==> src/rtl/sram_pkg.sv <==
// rtl/sram_pkg.sv - shared widths, defaults and response-state type for the SRAM arbiter
package sram_pkg;

    localparam int SRAM_ADDR_W      = 16;
    localparam int DATA_W           = 32;
    localparam int STARVE_LIMIT_DEF = 4;

    typedef enum logic [1:0] {
        IDLE    = 2'd0,
        RESP_IF = 2'd1,
        RESP_D  = 2'd2
    } resp_state_e;

    function automatic logic is_aligned(input logic [1:0] addr_lsb);
        return addr_lsb == 2'b00;
    endfunction

endpackage

==> src/rtl/sram_arbiter_if.sv <==
// rtl/sram_arbiter_if.sv - fetch, data and SRAM port bundle for the SRAM arbiter
interface sram_arbiter_if;
    import sram_pkg::*;

    logic                   if_req;
    logic [SRAM_ADDR_W-1:0] if_addr;
    logic                   if_gnt;
    logic                   if_rvalid;
    logic [DATA_W-1:0]      if_rdata;
    logic                   if_err;

    logic                   d_req;
    logic                   d_we;
    logic [SRAM_ADDR_W-1:0] d_addr;
    logic [DATA_W-1:0]      d_wdata;
    logic                   d_gnt;
    logic                   d_rvalid;
    logic [DATA_W-1:0]      d_rdata;
    logic                   d_err;

    logic                   sram_en;
    logic                   sram_wr;
    logic [SRAM_ADDR_W-1:0] sram_addr;
    logic [DATA_W-1:0]      sram_wdata;
    logic [DATA_W-1:0]      sram_rdata;

    // master: requesters plus the SRAM macro
    modport master (
        output if_req, if_addr, d_req, d_we, d_addr, d_wdata, sram_rdata,
        input  if_gnt, if_rvalid, if_rdata, if_err,
        input  d_gnt, d_rvalid, d_rdata, d_err,
        input  sram_en, sram_wr, sram_addr, sram_wdata
    );

    modport slave (
        input  if_req, if_addr, d_req, d_we, d_addr, d_wdata, sram_rdata,
        output if_gnt, if_rvalid, if_rdata, if_err,
        output d_gnt, d_rvalid, d_rdata, d_err,
        output sram_en, sram_wr, sram_addr, sram_wdata
    );

endinterface

==> src/rtl/sram_arb_prio.sv <==
// rtl/sram_arb_prio.sv - data-first priority pick with a saturating fetch starvation counter
module sram_arb_prio
    import sram_pkg::*;
#(
    parameter int STARVE_LIMIT = STARVE_LIMIT_DEF
) (
    input  logic clk,
    input  logic rst,
    input  logic if_req_i,
    input  logic d_req_i,
    output logic if_gnt_o,
    output logic d_gnt_o
);

    localparam int CNT_W = $clog2(STARVE_LIMIT + 1);
    localparam logic [CNT_W-1:0] LIMIT = CNT_W'(STARVE_LIMIT);

    logic [CNT_W-1:0] starve_q;
    logic [CNT_W-1:0] starve_d;
    logic             starved;

    assign starved  = (starve_q == LIMIT);

    // Grants are held off while reset is asserted so nothing reaches the SRAM.
    assign if_gnt_o = !rst && if_req_i && (!d_req_i || starved);
    assign d_gnt_o  = !rst && d_req_i && !if_gnt_o;

    always_comb begin
        starve_d = '0;
        if (if_req_i && !if_gnt_o) begin
            starve_d = starved ? starve_q : starve_q + 1'b1;
        end
    end

    always_ff @(posedge clk or posedge rst) begin
        if (rst) begin
            starve_q <= '0;
        end else begin
            starve_q <= starve_d;
        end
    end

endmodule

==> src/rtl/sram_arbiter.sv <==
// rtl/sram_arbiter.sv - single-port SRAM arbiter between instruction fetch and data access
module sram_arbiter
    import sram_pkg::*;
#(
    parameter int STARVE_LIMIT = STARVE_LIMIT_DEF
) (
    input  logic          clk,
    input  logic          rst,
    sram_arbiter_if.slave bus
);

    logic        if_gnt;
    logic        d_gnt;
    logic        if_ok;
    logic        d_ok;
    resp_state_e state_q;
    resp_state_e state_d;
    logic        err_q;
    logic        err_d;

    sram_arb_prio #(
        .STARVE_LIMIT(STARVE_LIMIT)
    ) u_prio (
        .clk     (clk),
        .rst     (rst),
        .if_req_i(bus.if_req),
        .d_req_i (bus.d_req),
        .if_gnt_o(if_gnt),
        .d_gnt_o (d_gnt)
    );

    assign if_ok = is_aligned(bus.if_addr[1:0]);
    assign d_ok  = is_aligned(bus.d_addr[1:0]);

    assign bus.if_gnt     = if_gnt;
    assign bus.d_gnt      = d_gnt;
    assign bus.sram_en    = (if_gnt && if_ok) || (d_gnt && d_ok);
    assign bus.sram_wr    = d_gnt && d_ok && bus.d_we;
    assign bus.sram_addr  = d_gnt ? bus.d_addr : bus.if_addr;
    assign bus.sram_wdata = bus.d_wdata;

    // Only reads and misaligned accesses owe a response; aligned stores finish at grant.
    always_comb begin
        state_d = IDLE;
        err_d   = 1'b0;
        if (if_gnt) begin
            state_d = RESP_IF;
            err_d   = !if_ok;
        end else if (d_gnt && (!bus.d_we || !d_ok)) begin
            state_d = RESP_D;
            err_d   = !d_ok;
        end
    end

    always_ff @(posedge clk or posedge rst) begin
        if (rst) begin
            state_q <= IDLE;
            err_q   <= 1'b0;
        end else begin
            state_q <= state_d;
            err_q   <= err_d;
        end
    end

    assign bus.if_rvalid = (state_q == RESP_IF);
    assign bus.if_err    = (state_q == RESP_IF) && err_q;
    assign bus.if_rdata  = ((state_q == RESP_IF) && !err_q) ? bus.sram_rdata : '0;

    assign bus.d_rvalid  = (state_q == RESP_D);
    assign bus.d_err     = (state_q == RESP_D) && err_q;
    assign bus.d_rdata   = ((state_q == RESP_D) && !err_q) ? bus.sram_rdata : '0;

endmodule
==> src/flat_wrapper.sv <==
// flat-port wrapper written by rule: the top's interface ports become plain ports
module sram_arbiter_flat import sram_pkg::*;
#(
    parameter int STARVE_LIMIT = STARVE_LIMIT_DEF
)
  (clk, rst, bus_if_req, bus_if_addr, bus_d_req, bus_d_we, bus_d_addr, bus_d_wdata, bus_sram_rdata, bus_if_gnt, bus_if_rvalid, bus_if_rdata, bus_if_err, bus_d_gnt, bus_d_rvalid, bus_d_rdata, bus_d_err, bus_sram_en, bus_sram_wr, bus_sram_addr, bus_sram_wdata);
  sram_arbiter_if bus_i ();
  input  logic clk;
  input  logic rst;
  input wire logic [$bits(bus_i.if_req)-1:0] bus_if_req;
  input wire logic [$bits(bus_i.if_addr)-1:0] bus_if_addr;
  input wire logic [$bits(bus_i.d_req)-1:0] bus_d_req;
  input wire logic [$bits(bus_i.d_we)-1:0] bus_d_we;
  input wire logic [$bits(bus_i.d_addr)-1:0] bus_d_addr;
  input wire logic [$bits(bus_i.d_wdata)-1:0] bus_d_wdata;
  input wire logic [$bits(bus_i.sram_rdata)-1:0] bus_sram_rdata;
  output wire logic [$bits(bus_i.if_gnt)-1:0] bus_if_gnt;
  output wire logic [$bits(bus_i.if_rvalid)-1:0] bus_if_rvalid;
  output wire logic [$bits(bus_i.if_rdata)-1:0] bus_if_rdata;
  output wire logic [$bits(bus_i.if_err)-1:0] bus_if_err;
  output wire logic [$bits(bus_i.d_gnt)-1:0] bus_d_gnt;
  output wire logic [$bits(bus_i.d_rvalid)-1:0] bus_d_rvalid;
  output wire logic [$bits(bus_i.d_rdata)-1:0] bus_d_rdata;
  output wire logic [$bits(bus_i.d_err)-1:0] bus_d_err;
  output wire logic [$bits(bus_i.sram_en)-1:0] bus_sram_en;
  output wire logic [$bits(bus_i.sram_wr)-1:0] bus_sram_wr;
  output wire logic [$bits(bus_i.sram_addr)-1:0] bus_sram_addr;
  output wire logic [$bits(bus_i.sram_wdata)-1:0] bus_sram_wdata;
  assign bus_i.if_req = bus_if_req;
  assign bus_i.if_addr = bus_if_addr;
  assign bus_i.d_req = bus_d_req;
  assign bus_i.d_we = bus_d_we;
  assign bus_i.d_addr = bus_d_addr;
  assign bus_i.d_wdata = bus_d_wdata;
  assign bus_i.sram_rdata = bus_sram_rdata;
  assign bus_if_gnt = bus_i.if_gnt;
  assign bus_if_rvalid = bus_i.if_rvalid;
  assign bus_if_rdata = bus_i.if_rdata;
  assign bus_if_err = bus_i.if_err;
  assign bus_d_gnt = bus_i.d_gnt;
  assign bus_d_rvalid = bus_i.d_rvalid;
  assign bus_d_rdata = bus_i.d_rdata;
  assign bus_d_err = bus_i.d_err;
  assign bus_sram_en = bus_i.sram_en;
  assign bus_sram_wr = bus_i.sram_wr;
  assign bus_sram_addr = bus_i.sram_addr;
  assign bus_sram_wdata = bus_i.sram_wdata;
  sram_arbiter #(.STARVE_LIMIT(STARVE_LIMIT)) u_core (.clk(clk), .rst(rst), .bus(bus_i));
endmodule
==> config.mk <==
export PLATFORM = sky130hd
export DESIGN_NAME = sram_arbiter_flat
export DESIGN_NICKNAME = d
export VERILOG_FILES = /design/src/rtl/sram_pkg.sv /design/src/rtl/sram_arbiter_if.sv /design/src/rtl/sram_arb_prio.sv /design/src/rtl/sram_arbiter.sv /design/src/flat_wrapper.sv
export SDC_FILE = /design/constraint.sdc
export NUM_CORES = 1
export LEC_CHECK = 0
export CAP_MARGIN = 20
export CORE_AREA = 2 2 86 88
export DETAILED_ROUTE_END_ITERATION = 12
export DIE_AREA = 0 0 88 90
export GPL_TIMING_DRIVEN = 0
export HOLD_SLACK_MARGIN = 0.1
export PLACE_DENSITY = 0.77
export SYNTH_ARGS = -nofsm -noshare
export SYNTH_HDL_FRONTEND = slang
export SYNTH_HIERARCHICAL = 1
export SYNTH_SLANG_ARGS = --single-unit
==> constraint.sdc <==
create_clock -name clk -period 4.3 [get_ports clk]
set_input_delay 0.86 -clock clk [delete_from_list [all_inputs] [get_ports clk]]
set_output_delay 0.86 -clock clk [all_outputs]
set_load 0.01 [all_outputs]
### Word-level counts from Yosys, hierarchy flattened

Cells that the tools add are included.
Widths: inputs -> output; s select.

* bits in registers: 6

* eq/ne operators: 4
* muxes and demuxes: 9
* add/sub/neg operators: 1
* reductions and logical operators: 25

Operators with widths (count)
* $mux 32: 2
* $mux 16: 1
* $logic_and 1x1->1: 13
* $logic_not 1->1: 7
* $mux 3: 2
* $logic_not 2->1: 2
* $mux 2: 2
* $add 3x1->3 const B: 1
* $eq 3x3->1 const B: 1
* $logic_or 1x1->1: 3
* $eq 2x1->1 const B: 1
* $eq 2x2->1 const B: 1
* $mux 1: 2
* $ne 2x2->1 const B: 1

### Longest topological paths before layout

Gate-level depths: netlist of run 1.

* depth in word-level cells: 8
* depth in mapped cells: 7
* gate-level depth less buffers: 6

### Modules after synthesis

The synthesis of run 1 kept the hierarchy.

By module, submodules not included
* sram_arbiter: area an instance 1159.9 µm², instances 1, cells an instance 176
* sram_arb_prio: area an instance 207.7 µm², instances 1, cells an instance 23

### Worst setup path before layout of run 1

Ideal clock, no wire load.

* path type: input to output
* from: input rst
* to: output bus_sram_addr[10]
* data required time: 3440 ps
* path slack: 1665 ps
* stages: 5
* arrival time: 1775 ps
* path buffers: 2
* path through: inv_2 > and3_2 > buf_6 > buf_8 > mux2_4

* cells in the longest elaborated chain, start to end: 6
* elaborated cells on any way between the ends: 7
* classes of those cells: mux (1); reduce/logical (6)

RTL lines
* start: declaration: line flat_wrapper.sv:9 `input logic rst;`
* $logic_not 1->1 (no line) *
* $logic_and 1x1->1 (2 in a row): line sram_arb_prio.sv:25 `assign if_gnt_o = !rst && if_req_i && (!d_req_i || starved);`
* $logic_not 1->1: line sram_arb_prio.sv:26 `assign d_gnt_o = !rst && d_req_i && !if_gnt_o;`
* $logic_and 1x1->1 *: line sram_arb_prio.sv:26
* named net bus_d_gnt: line flat_wrapper.sv:21 `output wire logic [$bits(bus_i.d_gnt)-1:0] bus_d_gnt;`
* $mux 16 *: line sram_arbiter.sv:39 `assign bus.sram_addr = d_gnt ? bus.d_addr : bus.if_addr;`
* end: declaration: line flat_wrapper.sv:27 `output wire logic [$bits(bus_i.sram_addr)-1:0] bus_sram_addr;`

The timed path passes the listed nets; every way through them passes the cells marked *.

### Worst setup path after layout of run 1

* from: input bus_if_req
* to: output bus_sram_addr[12]

* cells in the longest elaborated chain, start to end: 5

RTL lines
* start: declaration: line flat_wrapper.sv:10 `input wire logic [$bits(bus_i.if_req)-1:0] bus_if_req;`
* $logic_and 1x1->1 (2 in a row): line sram_arb_prio.sv:25
* $logic_not 1->1: line sram_arb_prio.sv:26
* $logic_and 1x1->1: line sram_arb_prio.sv:26
* $mux 16: line sram_arbiter.sv:39

No other way between the ends.

==> results of run 1 <==
[through the flow]
step	total power, W	cell area [sq um]	cells	util	worst slack (ps)
after floorplan	0.000194	1370	199	-	1670
after global placement	0.000363	3370	486	0.480	571
after detailed placement	0.000367	3370	486	0.480	573
after CTS	0.000453	3410	489	0.486	564
after global routing	0.000477	3410	489	0.486	515
final	0.000447	3410	489	0.486	575
[where the power goes]
part	total, W	leakage [nW]	internal, W	switching (W)
clock	0.0000831	0.0216	0.0000600	0.0000231
combinational	0.000300	1.31	0.000195	0.000105
sequential	0.0000634	0.0797	0.0000603	0.00000318
[state kept, by name, indices dropped and copies added, names as in the netlist]
name / flops
u_core/err_q: 1
u_core/state_q: 2
u_core/u_prio/starve_q: 3
[layout by cell type (no fill, tap or decap)]
cell type | synthesis | layout
nor2_1 | 69 | 69
nand2_1 | 4 | 4
clkbuf_8 | 0 | 3
mux2_2 | 8 | 8
a21oi_1 | 2 | 2
and3_2 | 1 | 1
ha_1 | 2 | 2
inv_2 | 1 | 1
nand2b_1 | 35 | 35
inv_1 | 6 | 6
buf_2 | 2 | 2
clkbuf_1 | 3 | 3
and3_1 | 1 | 1
clkdlybuf4s50_1 | 0 | 188
a22o_1 | 1 | 1
a211oi_2 | 1 | 1
o21ai_0 | 3 | 3
buf_8 | 1 | 1
buf_4 | 32 | 32
o32ai_1 | 2 | 2
dfrtp_1 | 6 | 6
buf_6 | 7 | 7
mux2_4 | 9 | 9
nand3_1 | 3 | 3
[metal layers]
layer  vias up  track usage  part of all wire
met5         -            0                 0
met3         8       0.0340              0.11
met4         0       0.0423             0.013
li1        974            -                 -
met2       115        0.263              0.53
met1       853        0.144              0.35
[area by class of cell]
cell class | count | area [sq um]
plain buffers | 45 | 355
clock buffers | 3 | 41.3
fillers | 699 | 3610
inverters | 7 | 26.3
multi-input cells | 141 | 836
flip-flops and latches | 6 | 150
well taps | 99 | 124
repair buffers | 188 | 1880
[worst max path at each step]
stage / startpoint / end / slack, ps
after floorplan: rst / bus_sram_addr[10] / 1670
after global placement: bus_if_req / bus_sram_addr[12] / 570
after detailed placement: bus_if_req / bus_sram_addr[8] / 570
after CTS: bus_if_req / bus_sram_addr[8] / 560
after global routing: bus_if_req / bus_sram_addr[7] / 520
final: bus_if_req / bus_sram_addr[12] / 570
[kinds of logic after synthesis]
logic type                 share of synthesized area
AOI/OAI and AO/OA                             0.0467
adders and majority gates                     0.0183
buffers and inverters                          0.279
DFF                                            0.110
muxes                                          0.165
and+or+nand+nor                                0.382
[critical path, stage by stage]
cell,delay (ps)
clkdlybuf4s50_1,580
nand3_1,110
and3_2,240
buf_6,150
buf_8,150
mux2_4,290
clkdlybuf4s50_1,490
[Yosys cell counts, drive strengths merged]
cell type  count
a211oi         1
nand2          4
ha             2
o21ai          3
mux2          17
dfrtp          6
buf           42
nand3          3
and3           2
clkbuf         3
nor2          69
o32ai          2
nand2b        35
a21oi          2
a22o           1
inv            7
==> metrics.yaml, run 1 <==
grt_pass1_wl_microns: 8910
vdd_ir_drop_max_v: 0.000130
area_growth_pct: 150
postCtsHoldBufs: 0
whs_path_depth: 1
rrSetupSlack_ps: 2760
netlist_instances: 199
clkTransAtPathRegs_ps: 40
reg2reg_to: "u_core/err_q"
synthesis.nets: 302
rsz0062_at_grt: "false"
syn_area_per_cell_sq_um: 6.87
routed_via_density: 3.99
drt_iter0_drc: 21
power_density_nw_per_um2: 131
first_pass_iters: 4
fin_worst_skew_ps: 3.47
post_cts_buffers: 0
finalCriticalPeriod_ps: 3730
arrival_ps: 2870
yosys.area.top_type_share: 0.189
setup_viol: 0
clock_sinks: 6
grt_max_degree: 11
r2r_start: "u_core/u_prio/starve_q[0]"
nets: 495
start_util: 0.195
fin_setup_tns_ps: 0
status: "finished, final reports clean"
cp_max_fo: 10
antenna_found_initial: 0
vias: 1950
die_w_microns: 88
min_from: "u_core/u_prio/starve_q[2]"
hold_class: "reg -> reg"
slew_headroom: 0.759
drv_cap: 0
ant_nets: 0
cts_tree: "built"
start_kind: "input port"
cts_made_buffers: 3
dp_hpwl_microns: 5150
core_region_area_sq_um: 7020
die_area_sq_um: 7920
design.portCount: 221
wire_per_inst_microns: 11.7
root_buffer: "clkbuf_8"
ys_seq_elements: 6
holdPathEnd: "u_core/u_prio/starve_q[2]"
r2r_cells: 6
synthesis.area_sq_um: 1370
grt_util_all_layers: 0.138
clkLatencyLatePin_ps: 220
ys_seq_area_frac: 0.110
end_kind: "output pin"
drc_errors: 0
portBuffers: 188
grt_overflow: 0
finalCritPeriodShare: 0.866
gp_congestion: 0.779
max_freq_mhz: 268
n_antenna_cell: 0
required_ps: 3440
die_y_microns: 90
synth_top_cell_by_area: "nor2_1"
hold_violations: 0
slew_viol_final: 0
postCtsResizedCells: 0
wirelength_microns: 5740
synth.distinct_cells: 22
grt_pass1_vias: 1878
p_leak_nw: 1.41
critical_path_class: "in -> out"
hold_ws_ps: 518
worst_pin_slew_ps: 362
yosysWarningCount: 6
htree_levels: 1
synth_area_leaders: "nor2_1, buf_4, nand2b_1, dfrtp_1, mux2_4"
rows: 31
drive_above_1_share: 0.167
cts_buffer_depth: 2
No activity file was read; power rests on OpenSTA's default activity.
==> run 2, diff against run 1 <==
- CORE_AREA: 2 2 86 88 -> 2 2 85 87
- DIE_AREA: 0 0 88 90 -> 0 0 87 89
- PLACE_DENSITY: 0.77 -> 0.79
- clock period: 4.3 -> 3.93 ns (I/O delays scaled with it)
==> metrics.yaml, run 2 (same netlist as run 1, synthesis figures left out) <==
drc_errors: 0
reg2reg_to: "u_core/err_q"
die_area_sq_um: 7740
start_util: 0.204
grt_use_met1: 0.121
finalCriticalPeriod_ps: 3560
cts_tree: "built"
met2_usage: 0.265
grt_pass1_vias: 1819
fin_setup_tns_ps: 0
top_usage_layer: "met2"
post_cts_buffers: 0
largest_register: "u_core/u_prio/starve_q"
largest_reg_flops: 3
hold_class: "reg -> reg"
cpMaxStageDelayCell: "clkdlybuf4s50_1"
worst_pin_slew_ps: 329
max_stage_delay_ps: 580
root_buffer: "clkbuf_8"
cts_buffer_depth: 2
die_w_microns: 87
rsz0062_at_grt: "false"
gp_congestion: 0.752
clkLatencyLatePin_ps: 220
met3_usage: 0.0425
grt_max_degree: 11
slew_viol_final: 0
design.portCount: 221
most-common-layout-cells: "clkdlybuf4s50_1, nor2_1, nand2b_1"
whs_path_depth: 1
htree_levels: 1
worstPathCellList: "clkdlybuf4s50_1 -> nand3_1 -> and3_2 -> buf_6 -> buf_8 -> mux2_4 -> clkdlybuf4s50_1"
drive_above_1_share: 0.167
rrSetupSlack_ps: 2400
final_common_cell: "clkdlybuf4s50_1"
end_kind: "output pin"
hold_ws_ps: 527
holdPathEnd: "u_core/u_prio/starve_q[2]"
drt_iter0_drc: 24
power_w: 0.000489
critical_path_class: "in -> out"
vias: 1989
slew_headroom: 0.781
reg_top3: "u_core/u_prio/starve_q x3, u_core/state_q x2, u_core/err_q x1"
n_antenna_cell: 0
r2r_start: "u_core/u_prio/starve_q[0]"
portBuffers: 188
dp_hpwl_microns: 5040
clkTransAtPathRegs_ps: 40
rows: 30
critical_path.most_common_cell: "clkdlybuf4s50_1"
grt_util_all_layers: 0.130
nets: 495
required_ps: 3140
r2r_cells: 6
hold_violations: 0
ant_nets: 0
die_y_microns: 89
drv_cap: 0
wirelength_microns: 5640
core_region_area_sq_um: 6720
postCtsHoldBufs: 0
area_growth_pct: 148
fin_util: 0.505
setup_viol: 0
grt_pass1_wl_microns: 8080
cts_made_buffers: 3
grt_overflow: 0
routed_via_density: 4.23
arrival_ps: 2780
p_leak_nw: 1.41
first_pass_iters: 4
postCtsResizedCells: 0
antenna_found_initial: 0
fin_worst_skew_ps: 4.47
finalCritPeriodShare: 0.906
clock_sinks: 6
min_from: "u_core/u_prio/starve_q[2]"
wire_per_inst_microns: 12.0
power_density_nw_per_um2: 144
start_kind: "input port"
max_freq_mhz: 281
vdd_ir_drop_max_v: 0.000115
cp_max_fo: 10
status: "finished, final reports clean"
run 2: how the worst max path moves through the flow:
stage / start / endpoint / slack, ps / cells after the start
after floorplan: rst / bus_sram_addr[10] / 1440 / 5
after global placement: bus_if_req / bus_sram_addr[12] / 360 / 7
after detailed placement: bus_if_req / bus_sram_addr[12] / 360 / 7
after CTS: bus_if_req / bus_sram_addr[12] / 360 / 7
after global routing: bus_if_req / bus_sram_addr[13] / 250 / 7
final: bus_if_req / bus_sram_addr[12] / 370 / 7
run 2: final cells by class:
class                      count  area, sq um
inverter                       7         26.3
buffer                        45          355
sequential                     6          150
timing repair buffer         188         1880
fill                         635         3330
multi-input combinational    141          836
tap                           80          100
clock buffer                   3         41.3
run 2: critical path: cells and delay by family:
kind                   cells  cell delay (ps)
AND/OR/NAND/NOR            2              330
buffers and inverters      4             1350
multiplexers               1              300
run 2: layer usage:
metal / vias up / wire [microns]
met1: 890 / 1790
met3: 4 / 700
met4: 0 / 51
met5: - / 0
li1: 971 / -
met2: 124 / 3100
run 2: power breakdown:
group	switching [W]	internal (W)
clock	0.0000264	0.0000658
sequential	0.00000386	0.0000659
combinational	0.000114	0.000213
run 2: per-stage QoR:
stage	cells	area [sq um]	setup slack, ps
global placement	467	3350	357
global route	470	3390	247
detailed placement	467	3350	363
CTS	470	3390	358
floorplan	199	1370	1440
finish	470	3390	368
